--- src/rtl/rt_msg_ctrl.sv ---
// MKIO remote-terminal message controller: decodes command words, moves data words
// between the bus and the dev2/dev4 subaddress RAMs, and times the status reply.
module rt_msg_ctrl #(
  parameter logic [4:0]  RT_ADDR     = 5'd1,
  parameter logic [4:0]  RX_SUBADDR  = 5'd2,
  parameter logic [4:0]  TX_SUBADDR  = 5'd4,
  parameter int unsigned CLK_PER_US  = 32,
  parameter int unsigned RESP_DLY_US = 5,
  parameter int unsigned WORD_TMO_US = 24
) (
  input  logic        clk,
  input  logic        reset,
  input  logic        rx_valid,
  input  logic        rx_csw,
  input  logic [15:0] rx_data,
  input  logic        rx_err,
  output logic        mem2_we,
  output logic [4:0]  mem2_addr,
  output logic [15:0] mem2_wdata,
  output logic        busy_dev2,
  output logic [4:0]  mem4_addr,
  input  logic [15:0] mem4_rdata,
  output logic        busy_dev4,
  output logic        tx_start,
  output logic        tx_csw,
  output logic [15:0] tx_data,
  input  logic        tx_busy
);

  // tmr holds the number of cycles elapsed since the cycle of the last accepted word
  localparam logic [15:0] RESP_LAST = 16'(RESP_DLY_US * CLK_PER_US - 1);
  localparam logic [15:0] WORD_TMO  = 16'(WORD_TMO_US * CLK_PER_US);

  typedef enum logic [2:0] {
    IDLE, RX_DATA, RESP_WAIT, TX_STATUS, TX_FETCH, TX_DATA, DONE
  } state_t;

  state_t      state, state_nxt;
  logic [5:0]  cnt, n_words;
  logic [15:0] tmr, tx_word;
  logic        tr_msg, sa_ok, msg_err, fetch_ph, start_d;

  logic        cmd_hit, cmd_tr, cmd_sa_ok;
  logic [4:0]  cmd_sa, cmd_wc;
  logic        accept_cmd, data_good, abort_rx;

  assign cmd_tr    = rx_data[10];
  assign cmd_sa    = rx_data[9:5];
  assign cmd_wc    = rx_data[4:0];
  assign cmd_sa_ok = cmd_tr ? (cmd_sa == TX_SUBADDR) : (cmd_sa == RX_SUBADDR);
  assign cmd_hit   = rx_valid && rx_csw && !rx_err &&
                     (rx_data[15:11] == RT_ADDR) && (rx_data[15:11] != 5'h1F);

  always_ff @(posedge clk or posedge reset) begin
    if (reset) state <= IDLE;
    else       state <= state_nxt;
  end

  always_comb begin
    state_nxt  = state;
    accept_cmd = 1'b0;
    data_good  = 1'b0;
    abort_rx   = 1'b0;
    case (state)
      IDLE: accept_cmd = cmd_hit;
      RX_DATA: begin
        if (rx_valid) begin
          if (rx_csw || rx_err) begin
            // a command word both aborts this message and may start the next one
            abort_rx   = 1'b1;
            state_nxt  = IDLE;
            accept_cmd = cmd_hit;
          end else begin
            data_good = 1'b1;
            if (cnt + 6'd1 == n_words) state_nxt = RESP_WAIT;
          end
        end else if (tmr >= WORD_TMO) begin
          abort_rx  = 1'b1;
          state_nxt = IDLE;
        end
      end
      RESP_WAIT: if (tmr == RESP_LAST) state_nxt = TX_STATUS;
      TX_STATUS: if (tx_start) state_nxt = (tr_msg && sa_ok) ? TX_FETCH : DONE;
      TX_FETCH:  if (fetch_ph) state_nxt = TX_DATA;
      TX_DATA:   if (tx_start) state_nxt = (cnt + 6'd1 < n_words) ? TX_FETCH : DONE;
      DONE:      if (!start_d && !tx_busy) state_nxt = IDLE;
      default:   state_nxt = IDLE;
    endcase
    if (accept_cmd) state_nxt = cmd_tr ? RESP_WAIT : RX_DATA;
  end

  // start_d masks the cycle before the encoder raises tx_busy
  always_comb begin
    tx_start  = 1'b0;
    tx_csw    = 1'b0;
    tx_data   = '0;
    mem4_addr = '0;
    case (state)
      TX_STATUS: begin
        tx_start = !tx_busy && !start_d;
        tx_csw   = 1'b1;
        tx_data  = {RT_ADDR, msg_err, 10'b0};
      end
      TX_FETCH: mem4_addr = cnt[4:0];
      TX_DATA: begin
        tx_start = !tx_busy && !start_d;
        tx_data  = tx_word;
      end
      default: ;
    endcase
  end

  always_ff @(posedge clk or posedge reset) begin
    if (reset) begin
      cnt        <= '0;
      n_words    <= '0;
      tmr        <= '0;
      tx_word    <= '0;
      tr_msg     <= 1'b0;
      sa_ok      <= 1'b0;
      msg_err    <= 1'b0;
      fetch_ph   <= 1'b0;
      start_d    <= 1'b0;
      mem2_we    <= 1'b0;
      mem2_addr  <= '0;
      mem2_wdata <= '0;
      busy_dev2  <= 1'b0;
      busy_dev4  <= 1'b0;
    end else begin
      mem2_we  <= data_good && sa_ok;
      start_d  <= tx_start;
      fetch_ph <= (state == TX_FETCH) && !fetch_ph;
      if (data_good) begin
        mem2_addr  <= cnt[4:0];
        mem2_wdata <= rx_data;
      end
      if (state == TX_FETCH && fetch_ph) tx_word <= mem4_rdata;

      if (accept_cmd) begin
        tr_msg  <= cmd_tr;
        sa_ok   <= cmd_sa_ok;
        n_words <= (cmd_wc == '0) ? 6'd32 : {1'b0, cmd_wc};
        cnt     <= '0;
        tmr     <= 16'd1;
      end else begin
        if (data_good || (state == TX_DATA && tx_start)) cnt <= cnt + 6'd1;
        else if (state == TX_STATUS && tx_start)         cnt <= '0;
        if (data_good)                                   tmr <= 16'd1;
        else if (state == RX_DATA || state == RESP_WAIT) tmr <= tmr + 16'd1;
      end

      if (state == TX_STATUS && tx_start)                 msg_err <= 1'b0;
      else if (abort_rx || (accept_cmd && !cmd_sa_ok))    msg_err <= 1'b1;

      if (accept_cmd && !cmd_tr && cmd_sa == RX_SUBADDR)  busy_dev2 <= 1'b1;
      else if (abort_rx || (state == RESP_WAIT && state_nxt == TX_STATUS))
                                                          busy_dev2 <= 1'b0;

      if (accept_cmd && cmd_tr && cmd_sa == TX_SUBADDR)   busy_dev4 <= 1'b1;
      else if (state == DONE && state_nxt == IDLE)        busy_dev4 <= 1'b0;
    end
  end

endmodule

--- config.mk ---
export PLATFORM = sky130hd
export DESIGN_NAME = rt_msg_ctrl
export DESIGN_NICKNAME = d
export VERILOG_FILES = /design/src/rtl/rt_msg_ctrl.sv
export SDC_FILE = /design/constraint.sdc
export NUM_CORES = 1
export LEC_CHECK = 0
export BUFFER_PORTS_ARGS = -buffer_cell sky130_fd_sc_hd__clkbuf_2
export CAP_MARGIN = 10
export CORE_MARGIN = 1
export CORE_UTILIZATION = 58
export DETAILED_ROUTE_END_ITERATION = 16
export GPL_TIMING_DRIVEN = 0
export PLACE_DENSITY_LB_ADDON = 0.25
export SYNTH_ARGS = -nofsm -noshare
export SYNTH_HDL_FRONTEND = slang
export SYNTH_SLANG_ARGS = --single-unit
--- constraint.sdc ---
create_clock -name clk -period 4.7 [get_ports clk]
set_input_delay 1.41 -clock clk [delete_from_list [all_inputs] [get_ports clk]]
set_output_delay 1.41 -clock clk [all_outputs]
set_load 0.005 [all_outputs]
# After elaboration in Yosys (flattened, before gate mapping)
# Cells that the tools add are included.
[word_totals] output_inout_bits=47 inputBits=38 reg_bits=76
[op_classes] n_reduce_logical=38 eq_ne=13 n_addsub=2 n_mux=42 n_lt_le_gt_ge=2
[ops] operator="$mux W16" n=3
[ops] operator="$pmux W16 S2" n=1
[ops] operator="$mux W3" n=10
[ops] operator="$mux W6" n=4
[ops] operator="$pmux W3 S7" n=1
[ops] operator="$logic_and A1 B1 Y1" n=18
[ops] operator="$mux W1" n=18
[ops] operator="$add A16 B1 Y16 const B" n=1
[ops] operator="$eq A16 B8 Y1 const B" n=1
[ops] operator="$ge A16 B10 Y1 const B" n=1
[ops] operator="$eq A3 B2 Y1 const B" n=3
[ops] operator="$eq A3 B3 Y1 const B" n=3
[ops] operator="$add A6 B1 Y6 const B" n=1
[ops] operator="$eq A6 B6 Y1" n=1
[ops] operator="$logic_not A1 Y1" n=6
[ops] operator="$logic_not A3 Y1" n=2
[ops] operator="$lt A6 B6 Y1" n=1
[ops] operator="$mux W2" n=3
[ops] operator="$reduce_bool A2 Y1" n=3
[ops] operator="$reduce_bool A3 Y1" n=2
[ops] operator="$eq A5 B1 Y1 const B" n=1
[ops] operator="$eq A5 B2 Y1 const B" n=1
[ops] operator="$eq A5 B3 Y1 const B" n=1
[ops] operator="$logic_not A5 Y1" n=1
[ops] operator="6 further kinds" n=10

# Depth between registers and ports, before layout
# Gate-level depths: netlist of run 1.
[depth] depth_word=13 ltp_mapped=9 depth_no_buf=9

# Worst setup path after synthesis of run 1
# No wires, ideal clock.
[synth_timing] path_kind="input-to-output" startpoint="in tx_busy" endpoint="out tx_start" arrival_time_ps=1707 slack_ps=1583 stages=2 t_required_ps=3290 n_path_buf=0 cell_sequence="nor2_1 -> and3_1"
[synth_via] elab_chain_len=3
[synth_rtl] element="from (decl)" line_no="27" rtl="input logic tx_busy"
[synth_rtl] element="$logic_not A1 Y1" line_no="100, 106"
[synth_rtl] element="$logic_and A1 B1 Y1" line_no="100, 106"
[synth_rtl] element="$mux W1"
[synth_rtl] element="to (decl)" line_no="24" rtl="output logic tx_start,"
# No other way between the ends.

# Worst setup path after layout of run 1
# Ends and elaborated chain as after synthesis.

==> results.py, run 1 <==
metrics = {
    "global_routing": {
        "initial_antenna_violation_count": 0,
        "first_global_vias": 3190,
        "globalRoute.totalOverflow": 0,
        "grt_use_total_pct": 27.9,
        "grt_first_pass_wirelength_mm": 15.3,
        "grt_max_degree": 54,
    },
    "setup_path": {
        "worstSetupStartpointType": "input port",
        "rrSetupSlack_ns": 2.51,
        "critPathCaptureType": "primary output",
        "worst-endpoint-arrival_ns": 2.05,
        "critPathKind": "input port to primary output",
        "crit_required_ns": 3.29,
        "worst_r2r_startpoint": "cnt[0]",
        "reg2reg_end": "state[0]",
        "reg2regPathDepth": 9,
        "critical_path.max_fanout": 4,
    },
    "clock_tree": {
        "clkSlewWorstSetupHoldPaths_ns": 0.07,
        "cts.path.max_buffers": 2,
        "cts_hold_buf": 0,
        "number_of_setup_buffers_added_after_cts": 0,
        "clk-insertion-delay-late_ns": 0.35,
        "tritoncts": "yes",
        "cts_htree_levels": 3,
        "cts-buffers-inserted": 9,
        "clk_root_buf": "sky130_fd_sc_hd__clkbuf_8",
        "cts-resized-gates": 0,
        "cts_num_sinks": 76,
    },
    "timing": {
        "setup-violations-final": 0,
        "layout_setup_ws_ns": 1.24,
        "worst_pin_slew_ns": 0.678,
        "slew_viol_final": 0,
        "fmax_ghz": 0.289,
        "final_min_period_over_clock_period_pct": 73.7,
        "setup_total_negative_slack_ns": 0,
        "finalHoldViolations": 0,
        "finalWorstPathRequiredPeriod_ns": 3.46,
        "slew_headroom_pct": 54.8,
        "rsz0062_at_grt": "no",
        "timing.clock.skew_ns": 0.00837,
    },
    "power_and_ir_drop": {
        "cell_area_power_density_nw_per_um2": 338,
        "max-vdd-ir-drop_v": 0.000228,
        "leakage_nw": 2.39,
    },
    "floorplan": {
        "io_count": 85,
        "std_cell_rows": 29,
        "chipWidth_um": 83.0,
        "dieArea_um2": 6890,
        "initial_core_util_pct": 59.9,
        "floorplan.die.height_um": 83.0,
        "design.core.area_um2": 6350,
    },
    "worst_hold_path": {
        "min_path_type": "flop to flop",
        "min_delay_path_depth": 2,
        "hold-path-endpoint": "mem2_wdata[2]",
        "worstHoldStart": "mem2_wdata[2]",
    },
    "layout": {
        "areaGrowthSynthToFinish_pct": 19.3,
        "layout.nets": 547,
        "final_layout_size_suffix_gt1_share_pct": 26.8,
        "fillCellCount": 495,
        "diodes": 0,
    },
    "logic_synthesis": {
        "synth_ff_type": "sky130_fd_sc_hd__dfrtp_1",
        "synth-compound-area-share_pct": 10.3,
        "synth_fa_ha_area_share_pct": 2.96,
        "post-synth-top-count-cell": "sky130_fd_sc_hd__nand2_1",
        "synth_cells": 404,
        "post_synth_instance_area_um2": 3800,
        "largest_family_of_logic_cells_by_synthesized_area": "simple AND/OR/NAND/NOR gates",
        "yosys_register_bits": 76,
        "asyncSetResetFlopFracSynth_pct": 100,
        "yosys.area_share.xor_xnor_pct": 2.99,
        "synthSimpleGateAreaFrac_pct": 25.2,
        "yosys_warnings": 0,
        "ys_types": 45,
        "synth.mux.area_fraction_pct": 4.74,
        "synth_top_cell_area_share_pct": 50.0,
        "ys_top_cells_by_area": "sky130_fd_sc_hd__dfrtp_1 50%, sky130_fd_sc_hd__nand2_1 9.3%, sky130_fd_sc_hd__mux2_2 4.7%",
        "synthesis.nets": 451,
        "synth_enable_flop_cells": 0,
        "synth_seq_area_share_pct": 50.0,
        "postSynthAreaPerCell_um2": 9.41,
        "synth_top_area_cell": "sky130_fd_sc_hd__dfrtp_1",
        "netlist_top_cells_count": "94 x sky130_fd_sc_hd__nand2_1, 76 x sky130_fd_sc_hd__dfrtp_1, 24 x sky130_fd_sc_hd__nor2_1, 23 x sky130_fd_sc_hd__o21ai_0, 20 x sky130_fd_sc_hd__and2_1",
    },
    "placed_design": {
        "place_hpwl_mm": 6.51,
        "placement.setup.worst_slack_ns": 1.26,
        "port_buffers": 84,
        "routabilityCongestion": 0.864,
    },
    "drt": {
        "route.detailed.drc": 0,
        "finalWirelength_mm": 9.06,
        "drt-wirelength-per-cell_um": 15.6,
        "postRouteAntennaNets": 0,
        "vias": 3296,
        "drt_pass1_iterations": 4,
        "via_density_per_instance": 5.68,
        "initialDrtViolationCount": 222,
    },
    "job": {
        "timing.max_cap.violations": 0,
    },
    "run_status": {
        "run_status": "finished, final reports clean",
    },
}
## critical path, stage by stage
cell                       delay [ns]
sky130_fd_sc_hd__clkbuf_2        0.11
sky130_fd_sc_hd__nor2_1          0.12
sky130_fd_sc_hd__and3_1          0.27
sky130_fd_sc_hd__clkbuf_2        0.15
## per-layer routing
metal  track usage (%)  vias to the layer above  wire length (µm)  share of wire (%)
met5                 0                        -                 0                  0
li1                  -                     1572                 -                  -
met4              12.4                        0               152                1.7
met2              44.3                       98              4420                 49
met3              4.17                       14               494                5.5
met1              38.2                     1612              3990                 44
## sequential cells by signal, summed over array words and instances (netlist names)
signal and flops:
mem2_wdata 16, sa_ok 1, cnt 6, busy_dev4 1, mem2_we 1, n_words 6
fetch_ph 1, state 3, tx_word 16, start_d 1, tr_msg 1, msg_err 1
tmr 16, mem2_addr 5, busy_dev2 1
## worst max path at each step
stage                        start     endpoint  depth (start not counted)  slack, ns
after CTS                 state[1]  tx_data[15]                          6       1.23
after global routing      state[1]   tx_data[6]                          6       1.06
after floorplan              reset    busy_dev2                          1       1.35
after detailed placement   tx_busy     tx_start                          4       1.26
after global placement       reset       tmr[4]                          2       0.50
final                      tx_busy     tx_start                          4       1.24
## placed cells by master, fill, tap and decap left out, drive strengths merged, types with 7 or more instances in the layout
| cell type | n |
|---|---|
| clkbuf | 100 |
| nand2 | 94 |
| dfrtp | 76 |
| nor2 | 24 |
| o21ai | 23 |
| and2 | 20 |
| a21oi | 17 |
| mux2 | 16 |
| buf | 14 |
| inv | 11 |
| nor3 | 10 |
| ha | 9 |
| nand3 | 9 |
| xor2 | 7 |
## stage by stage
step | util (%) | hold slack [ns] | instances | total power, mW | cell area [µm²]
finish | 71.5 | 0.478 | 580 | 1.53 | 4540
global route | 71.5 | 0.507 | 580 | 1.61 | 4540
CTS | 71.5 | 0.482 | 580 | 1.54 | 4540
detailed placement | 68.5 | 0.463 | 566 | 1.05 | 4350
global placement | 68.0 | 0.438 | 565 | 1.04 | 4320
floorplan | - | 0.423 | 404 | 0.965 | 3800
## power breakdown
group	switching (mW)	internal (mW)	leakage, nW
combinational	0.153	0.108	1.30
clock	0.236	0.254	0.0942
sequential	0.0597	0.723	1.00
## final cells by class
cell class | instances | area, µm² | share of cell area (%)
Sequential cell | 76 | 1900 | 41.9
Clock buffer | 10 | 138 | 3.03
Multi-Input combinational cell | 298 | 1760 | 38.7
Buffer | 19 | 105 | 2.32
Tap cell | 77 | 96.3 | 2.12
Timing Repair Buffer | 85 | 448 | 9.87
Clock inverter | 4 | 51.3 | 1.13
Inverter | 11 | 43.8 | 0.965
## cells by family after synthesis
| logic type | count (synthesis) |
|---|---|
| fa+ha+maj | 9 |
| xor+xnor | 13 |
| compound gates | 63 |
| mux | 16 |
| flops | 76 |
| buf+inv | 30 |
| simple gates | 197 |
Note: power is estimated with default switching activity, not from simulation.
==> run 2: changes to the inputs <==
--- a/config.mk
+++ b/config.mk
@@ -5,10 +5,11 @@
 export SDC_FILE = /design/constraint.sdc
 export NUM_CORES = 1
 export LEC_CHECK = 0
+export ABC_AREA = 1
 export BUFFER_PORTS_ARGS = -buffer_cell sky130_fd_sc_hd__clkbuf_2
 export CAP_MARGIN = 10
 export CORE_MARGIN = 1
-export CORE_UTILIZATION = 58
+export CORE_UTILIZATION = 50
 export DETAILED_ROUTE_END_ITERATION = 16
 export GPL_TIMING_DRIVEN = 0
 export PLACE_DENSITY_LB_ADDON = 0.25
==> constraint.sdc (replaced) <==
create_clock -name clk -period 3 [get_ports clk]
set_input_delay 0.9 -clock clk [delete_from_list [all_inputs] [get_ports clk]]
set_output_delay 0.9 -clock clk [all_outputs]
set_load 0.005 [all_outputs]
==> results.py, run 2 <==
metrics = {
    "global_routing": {
        "grt_max_degree": 41,
        "initial_antenna_violation_count": 0,
        "grt_first_pass_wirelength_mm": 16.2,
        "grt_use_total_pct": 24.6,
        "globalRoute.totalOverflow": 0,
        "first_global_vias": 3520,
    },
    "logic_synthesis": {
        "postSynthAreaPerCell_um2": 7.72,
        "post-synth-top-count-cell": "sky130_fd_sc_hd__nand2_1",
        "yosys_warnings": 0,
        "synth_enable_flop_cells": 0,
        "synth_top_area_cell": "sky130_fd_sc_hd__dfrtp_1",
        "synth_ff_type": "sky130_fd_sc_hd__dfrtp_1",
        "ys_types": 31,
        "synth_cells": 522,
        "yosys_register_bits": 76,
        "post_synth_instance_area_um2": 4030,
        "asyncSetResetFlopFracSynth_pct": 100,
        "synth_top_cell_area_share_pct": 47.2,
        "ys_top_cells_by_area": "sky130_fd_sc_hd__dfrtp_1 47%, sky130_fd_sc_hd__nand2_1 13%, sky130_fd_sc_hd__inv_1 6.9%",
        "synthesis.nets": 569,
        "netlist_top_cells_count": "144 x sky130_fd_sc_hd__nand2_1, 76 x sky130_fd_sc_hd__dfrtp_1, 74 x sky130_fd_sc_hd__inv_1, 59 x sky130_fd_sc_hd__nor2_1, 42 x sky130_fd_sc_hd__o21ai_0",
        "synth_seq_area_share_pct": 47.2,
    },
    "layout": {
        "diodes": 0,
        "seq_area_um2": 1900,
        "areaGrowthSynthToFinish_pct": 19.1,
        "fillCellCount": 716,
        "final_layout_size_suffix_gt1_share_pct": 21.5,
        "utilization_pct": 61.8,
        "final_cell_mix": "144 x sky130_fd_sc_hd__nand2_1, 84 x sky130_fd_sc_hd__clkbuf_2, 76 x sky130_fd_sc_hd__dfrtp_1, 73 x sky130_fd_sc_hd__inv_1, 59 x sky130_fd_sc_hd__nor2_1",
        "leading_cell_type_in_the_layout_fill_and_taps_excluded": "sky130_fd_sc_hd__nand2_1",
        "area_of_combinational_cells_with_multiple_inputs_um2": 1730,
        "layout.nets": 665,
        "biggestRegsByFlops": "mem2_wdata: 16 flops, tmr: 16 flops, tx_word: 16 flops",
    },
    "power_and_ir_drop": {
        "cell_area_power_density_nw_per_um2": 523,
        "leakage_nw": 2.73,
        "max-vdd-ir-drop_v": 0.000369,
    },
    "floorplan": {
        "std_cell_rows": 32,
        "chipWidth_um": 91.8,
        "initial_core_util_pct": 51.9,
        "design.core.area_um2": 7770,
        "floorplan.die.height_um": 91.8,
        "dieArea_um2": 8420,
        "io_count": 85,
    },
    "timing": {
        "slew_headroom_pct": 66.3,
        "worst_pin_slew_ns": 0.506,
        "fmax_ghz": 0.387,
        "finalWorstPathRequiredPeriod_ns": 2.58,
        "rsz0062_at_grt": "no",
        "setup_total_negative_slack_ns": 0,
        "finalHoldViolations": 0,
        "slew_viol_final": 0,
        "hold_slack_ns": 0.432,
        "final_min_period_over_clock_period_pct": 86.1,
        "setup-violations-final": 0,
        "timing.clock.skew_ns": 0.00553,
    },
    "setup_path": {
        "critical_path.max_fanout": 10,
        "worstSetupStartpointType": "flop",
        "worst-endpoint-arrival_ns": 1.68,
        "critPathCaptureType": "primary output",
        "crit_required_ns": 2.10,
        "critPathKind": "flop to primary output",
    },
    "worst_hold_path": {
        "min_path_type": "flop to flop",
    },
    "drt": {
        "via_density_per_instance": 5.01,
        "finalWirelength_mm": 9.47,
        "postRouteAntennaNets": 0,
        "drt_pass1_iterations": 4,
        "drt-wirelength-per-cell_um": 13.1,
        "vias": 3634,
        "initialDrtViolationCount": 178,
        "route.detailed.drc": 0,
    },
    "job": {
        "timing.max_cap.violations": 0,
    },
    "clock_tree": {
        "cts-buffers-inserted": 9,
        "clkSlewWorstSetupHoldPaths_ns": 0.08,
        "cts-resized-gates": 0,
        "cts_hold_buf": 0,
        "clk-insertion-delay-late_ns": 0.35,
        "number_of_setup_buffers_added_after_cts": 0,
        "clk_root_buf": "sky130_fd_sc_hd__clkbuf_8",
        "cts_num_sinks": 76,
        "tritoncts": "yes",
        "cts_htree_levels": 3,
        "cts.path.max_buffers": 2,
    },
    "placed_design": {
        "routabilityCongestion": 0.882,
        "port_buffers": 84,
        "place_hpwl_mm": 7.09,
    },
    "run_status": {
        "run_status": "finished, final reports clean",
    },
}
==> run 2: cell count changes after synthesis, sizes merged, moves of 5 or more <==
cell / previous run / this run
a21oi: 17 / 10
and2: 20 / 0
and3: 5 / 0
inv: 11 / 79
mux2: 16 / 0
nand2: 94 / 146
nand3: 9 / 38
nand4: 5 / 10
nor2: 24 / 61
nor4: 5 / 0
o211ai: 6 / 1
o21ai: 23 / 55
xnor2: 6 / 0
==> run 2: cells by family after synthesis <==
logic type / after synthesis / synth area share [%]
DFF: 76 / 47.2
AOI/OAI and AO/OA: 72 / 10.0
adders and majority gates: 9 / 2.80
and+or+nand+nor: 267 / 28.9
buffers and inverters: 92 / 9.75
xor gates and xnor gates: 6 / 1.30
==> run 2: per-layer routing <==
layer  share of wire, %  vias up  global-route usage, %
li1                   -     1844                      -
met1                 47     1666                   33.2
met2                 46      112                   39.8
met3                5.8       12                   4.64
met4                1.5        0                   8.33
met5                  0        -                      0
==> run 2: report_power, final <==
group	internal (mW)	switching, mW	total [mW]
registers	1.12	0.107	1.23
logic	0.191	0.296	0.487
clock network	0.390	0.402	0.792
==> run 2: final timing paths <==
path | start | end | slack (ns) | cells past startpoint
worst min-delay path | fetch_ph | fetch_ph | 0.43 | 1
worst max register to register | cnt[0] | state[0] | 0.77 | 11
worst min register to register | fetch_ph | fetch_ph | 0.43 | 1
min in group asynchronous | reset | tx_word[0] | 0.56 | 2
max in group asynchronous | reset | busy_dev4 | 1.85 | 3
worst max-delay path | state[1] | tx_data[9] | 0.42 | 5
==> run 2: metrics by stage <==
step / std cells / setup slack [ns] / instance area [µm²] / power, mW
after global routing: 725 / 0.196 / 4800 / 2.67
after detailed placement: 709 / 0.480 / 4600 / 1.74
after CTS: 725 / 0.391 / 4800 / 2.53
after global placement: 708 / -0.757 / 4580 / 1.71
final: 725 / 0.418 / 4800 / 2.51
after floorplan: 522 / 0.162 / 4030 / 1.59
==> run 2: worst max-delay path, cell delays in order (launching register included) <==
cell	delay, ns
sky130_fd_sc_hd__dfrtp_1	0.43
sky130_fd_sc_hd__inv_2	0.13
sky130_fd_sc_hd__nand3_2	0.19
sky130_fd_sc_hd__clkbuf_1	0.29
sky130_fd_sc_hd__nor2_1	0.16
sky130_fd_sc_hd__clkbuf_2	0.13
==> run 2: final cells by class <==
cell class | count | area share (%)
inverters | 79 | 6.23
flip-flops and latches | 76 | 39.6
multi-input cells | 354 | 36.1
clock inverters | 7 | 1.59
plain buffers | 13 | 2.01
well taps | 102 | 2.66
clock buffers | 9 | 2.58
repair buffers | 85 | 9.18
==> run 3: changes to the inputs <==
--- a/config.mk
+++ b/config.mk
@@ -9,7 +9,7 @@
 export BUFFER_PORTS_ARGS = -buffer_cell sky130_fd_sc_hd__clkbuf_2
 export CAP_MARGIN = 10
 export CORE_MARGIN = 1
-export CORE_UTILIZATION = 50
+export CORE_UTILIZATION = 55
 export DETAILED_ROUTE_END_ITERATION = 16
 export GPL_TIMING_DRIVEN = 0
 export PLACE_DENSITY_LB_ADDON = 0.25
==> constraint.sdc (replaced) <==
create_clock -name clk -period 2.94 [get_ports clk]
set_input_delay 0.882 -clock clk [delete_from_list [all_inputs] [get_ports clk]]
set_output_delay 0.882 -clock clk [all_outputs]
set_load 0.005 [all_outputs]
==> results.py, run 3 (synthesis results as in run 2) <==
metrics = {
    "power_and_ir_drop": {
        "cell_area_power_density_nw_per_um2": 534,
        "leakage_nw": 2.72,
        "total_power_mw": 2.56,
        "max-vdd-ir-drop_v": 0.000339,
    },
    "layout": {
        "final_cell_mix": "144 x sky130_fd_sc_hd__nand2_1, 84 x sky130_fd_sc_hd__clkbuf_2, 76 x sky130_fd_sc_hd__dfrtp_1, 73 x sky130_fd_sc_hd__inv_1, 59 x sky130_fd_sc_hd__nor2_1",
        "leading_cell_type_in_the_layout_fill_and_taps_excluded": "sky130_fd_sc_hd__nand2_1",
        "non_filler_instance_count_after_layout": 718,
        "final_layout_size_suffix_gt1_share_pct": 21.4,
        "diodes": 0,
        "biggestRegsByFlops": "mem2_wdata: 16 flops, tmr: 16 flops, tx_word: 16 flops",
        "utilization_pct": 69.1,
        "areaGrowthSynthToFinish_pct": 19.1,
        "layout.nets": 665,
    },
    "drt": {
        "initialDrtViolationCount": 181,
        "route.detailed.drc": 0,
        "postRouteAntennaNets": 0,
        "vias": 3720,
        "via_density_per_instance": 5.18,
        "drt_pass1_iterations": 6,
        "drt-wirelength-per-cell_um": 13.0,
        "finalWirelength_mm": 9.33,
    },
    "timing": {
        "rsz0062_at_grt": "no",
        "timing.clock.skew_ns": 0.00628,
        "slew_viol_final": 0,
        "setup-violations-final": 0,
        "hold_slack_ns": 0.435,
        "finalHoldViolations": 0,
        "finalWorstPathRequiredPeriod_ns": 2.53,
        "worst_pin_slew_ns": 0.560,
        "fmax_ghz": 0.396,
        "slew_headroom_pct": 62.7,
        "setup_total_negative_slack_ns": 0,
        "final_min_period_over_clock_period_pct": 86.0,
    },
    "clock_tree": {
        "clk-insertion-delay-late_ns": 0.34,
        "cts-resized-gates": 0,
        "cts.path.max_buffers": 2,
        "cts_num_sinks": 76,
        "cts_htree_levels": 3,
        "number_of_setup_buffers_added_after_cts": 0,
        "clkSlewWorstSetupHoldPaths_ns": 0.08,
        "tritoncts": "yes",
        "clk_root_buf": "sky130_fd_sc_hd__clkbuf_8",
        "cts_hold_buf": 0,
        "cts-buffers-inserted": 9,
    },
    "setup_path": {
        "critPathCaptureType": "primary output",
        "critPathKind": "flop to primary output",
        "cpMaxStageDelayCell": "sky130_fd_sc_hd__dfrtp_1",
        "worstPathCellList": "inv_2 -> nand3_2 -> clkbuf_1 -> nor2_1 -> clkbuf_2",
        "critical_path.max_fanout": 10,
        "worst-endpoint-arrival_ns": 1.65,
        "crit_required_ns": 2.06,
        "worstSetupStartpointType": "flop",
        "reg2reg_end": "state[0]",
        "rrSetupSlack_ns": 0.72,
        "worst_setup_sp": "state[1]",
        "worst_r2r_startpoint": "cnt[0]",
        "reg2regPathDepth": 11,
        "slowest_delay_ns": 0.43,
    },
    "floorplan": {
        "floorplan.die.height_um": 87.6,
        "chipWidth_um": 87.6,
        "initial_core_util_pct": 58.0,
        "std_cell_rows": 30,
        "design.core.area_um2": 6940,
        "io_count": 85,
        "dieArea_um2": 7670,
    },
    "global_routing": {
        "globalRoute.totalOverflow": 0,
        "initial_antenna_violation_count": 0,
        "grt_first_pass_wirelength_mm": 15.2,
        "first_global_vias": 3405,
        "grt_use_total_pct": 25.9,
        "grt_max_degree": 58,
    },
    "worst_hold_path": {
        "min_path_type": "flop to flop",
        "min_delay_path_depth": 1,
        "hold-path-endpoint": "fetch_ph",
        "worstHoldStart": "fetch_ph",
    },
    "job": {
        "timing.max_cap.violations": 0,
    },
    "placed_design": {
        "total_instance_count_after_detailed_placement": 703,
        "port_buffers": 84,
        "place_hpwl_mm": 6.92,
        "routabilityCongestion": 0.871,
    },
    "run_status": {
        "run_status": "finished, final reports clean",
    },
}
## run 3: cell count changes in the layout (fill, tap and decap cells not counted), sizes merged
cell / before / now
clkbuf: 95 / 96
clkinv: 4 / 0
clkinvlp: 1 / 3
## run 3: how the worst max path moves through the flow
stage                          end  cells after the start
detailed placement        tx_start                      7
global placement    mem2_wdata[14]                      2
floorplan                busy_dev2                      1
finish                  tx_data[7]                      5
global route           tx_data[14]                      5
CTS                     tx_data[7]                      5
## run 3: final cells by class
cell class | count | area [µm²]
Fill cell | 554 | 2150
Timing Repair Buffer | 85 | 448
Clock buffer | 10 | 138
Tap cell | 96 | 120
Buffer | 13 | 96.3
Clock inverter | 5 | 61.3
Multi-Input combinational cell | 354 | 1730
Inverter | 79 | 299
Sequential cell | 76 | 1900
## run 3: critical path: cells and delay by family (launching register included)
family	cells	cell delay, ns
AND/OR/NAND/NOR	2	0.34
buffers and inverters	3	0.54
flip-flops	1	0.43
## run 3: layer usage
layer | GRT usage [%] | vias to the layer above | part of all wire [%] | wire length (µm)
li1 | - | 1837 | - | -
met1 | 33.6 | 1717 | 47 | 4370
met2 | 42.8 | 142 | 46 | 4290
met3 | 5.56 | 24 | 5.1 | 480
met4 | 9.84 | 0 | 2.0 | 188
met5 | 0 | - | 0 | 0
## run 3: power breakdown
group | switching (mW) | total, mW | internal [mW]
clock | 0.392 | 0.805 | 0.413
sequential | 0.109 | 1.26 | 1.15
combinational | 0.306 | 0.503 | 0.197
total | 0.808 | 2.56 | 1.76
## run 3: through the flow
step,worst slack (ns),instance area [µm²]
finish,0.412,4800
global route,0.287,4800
CTS,0.391,4800
detailed placement,0.483,4600
global placement,-0.751,4570
floorplan,0.120,4030
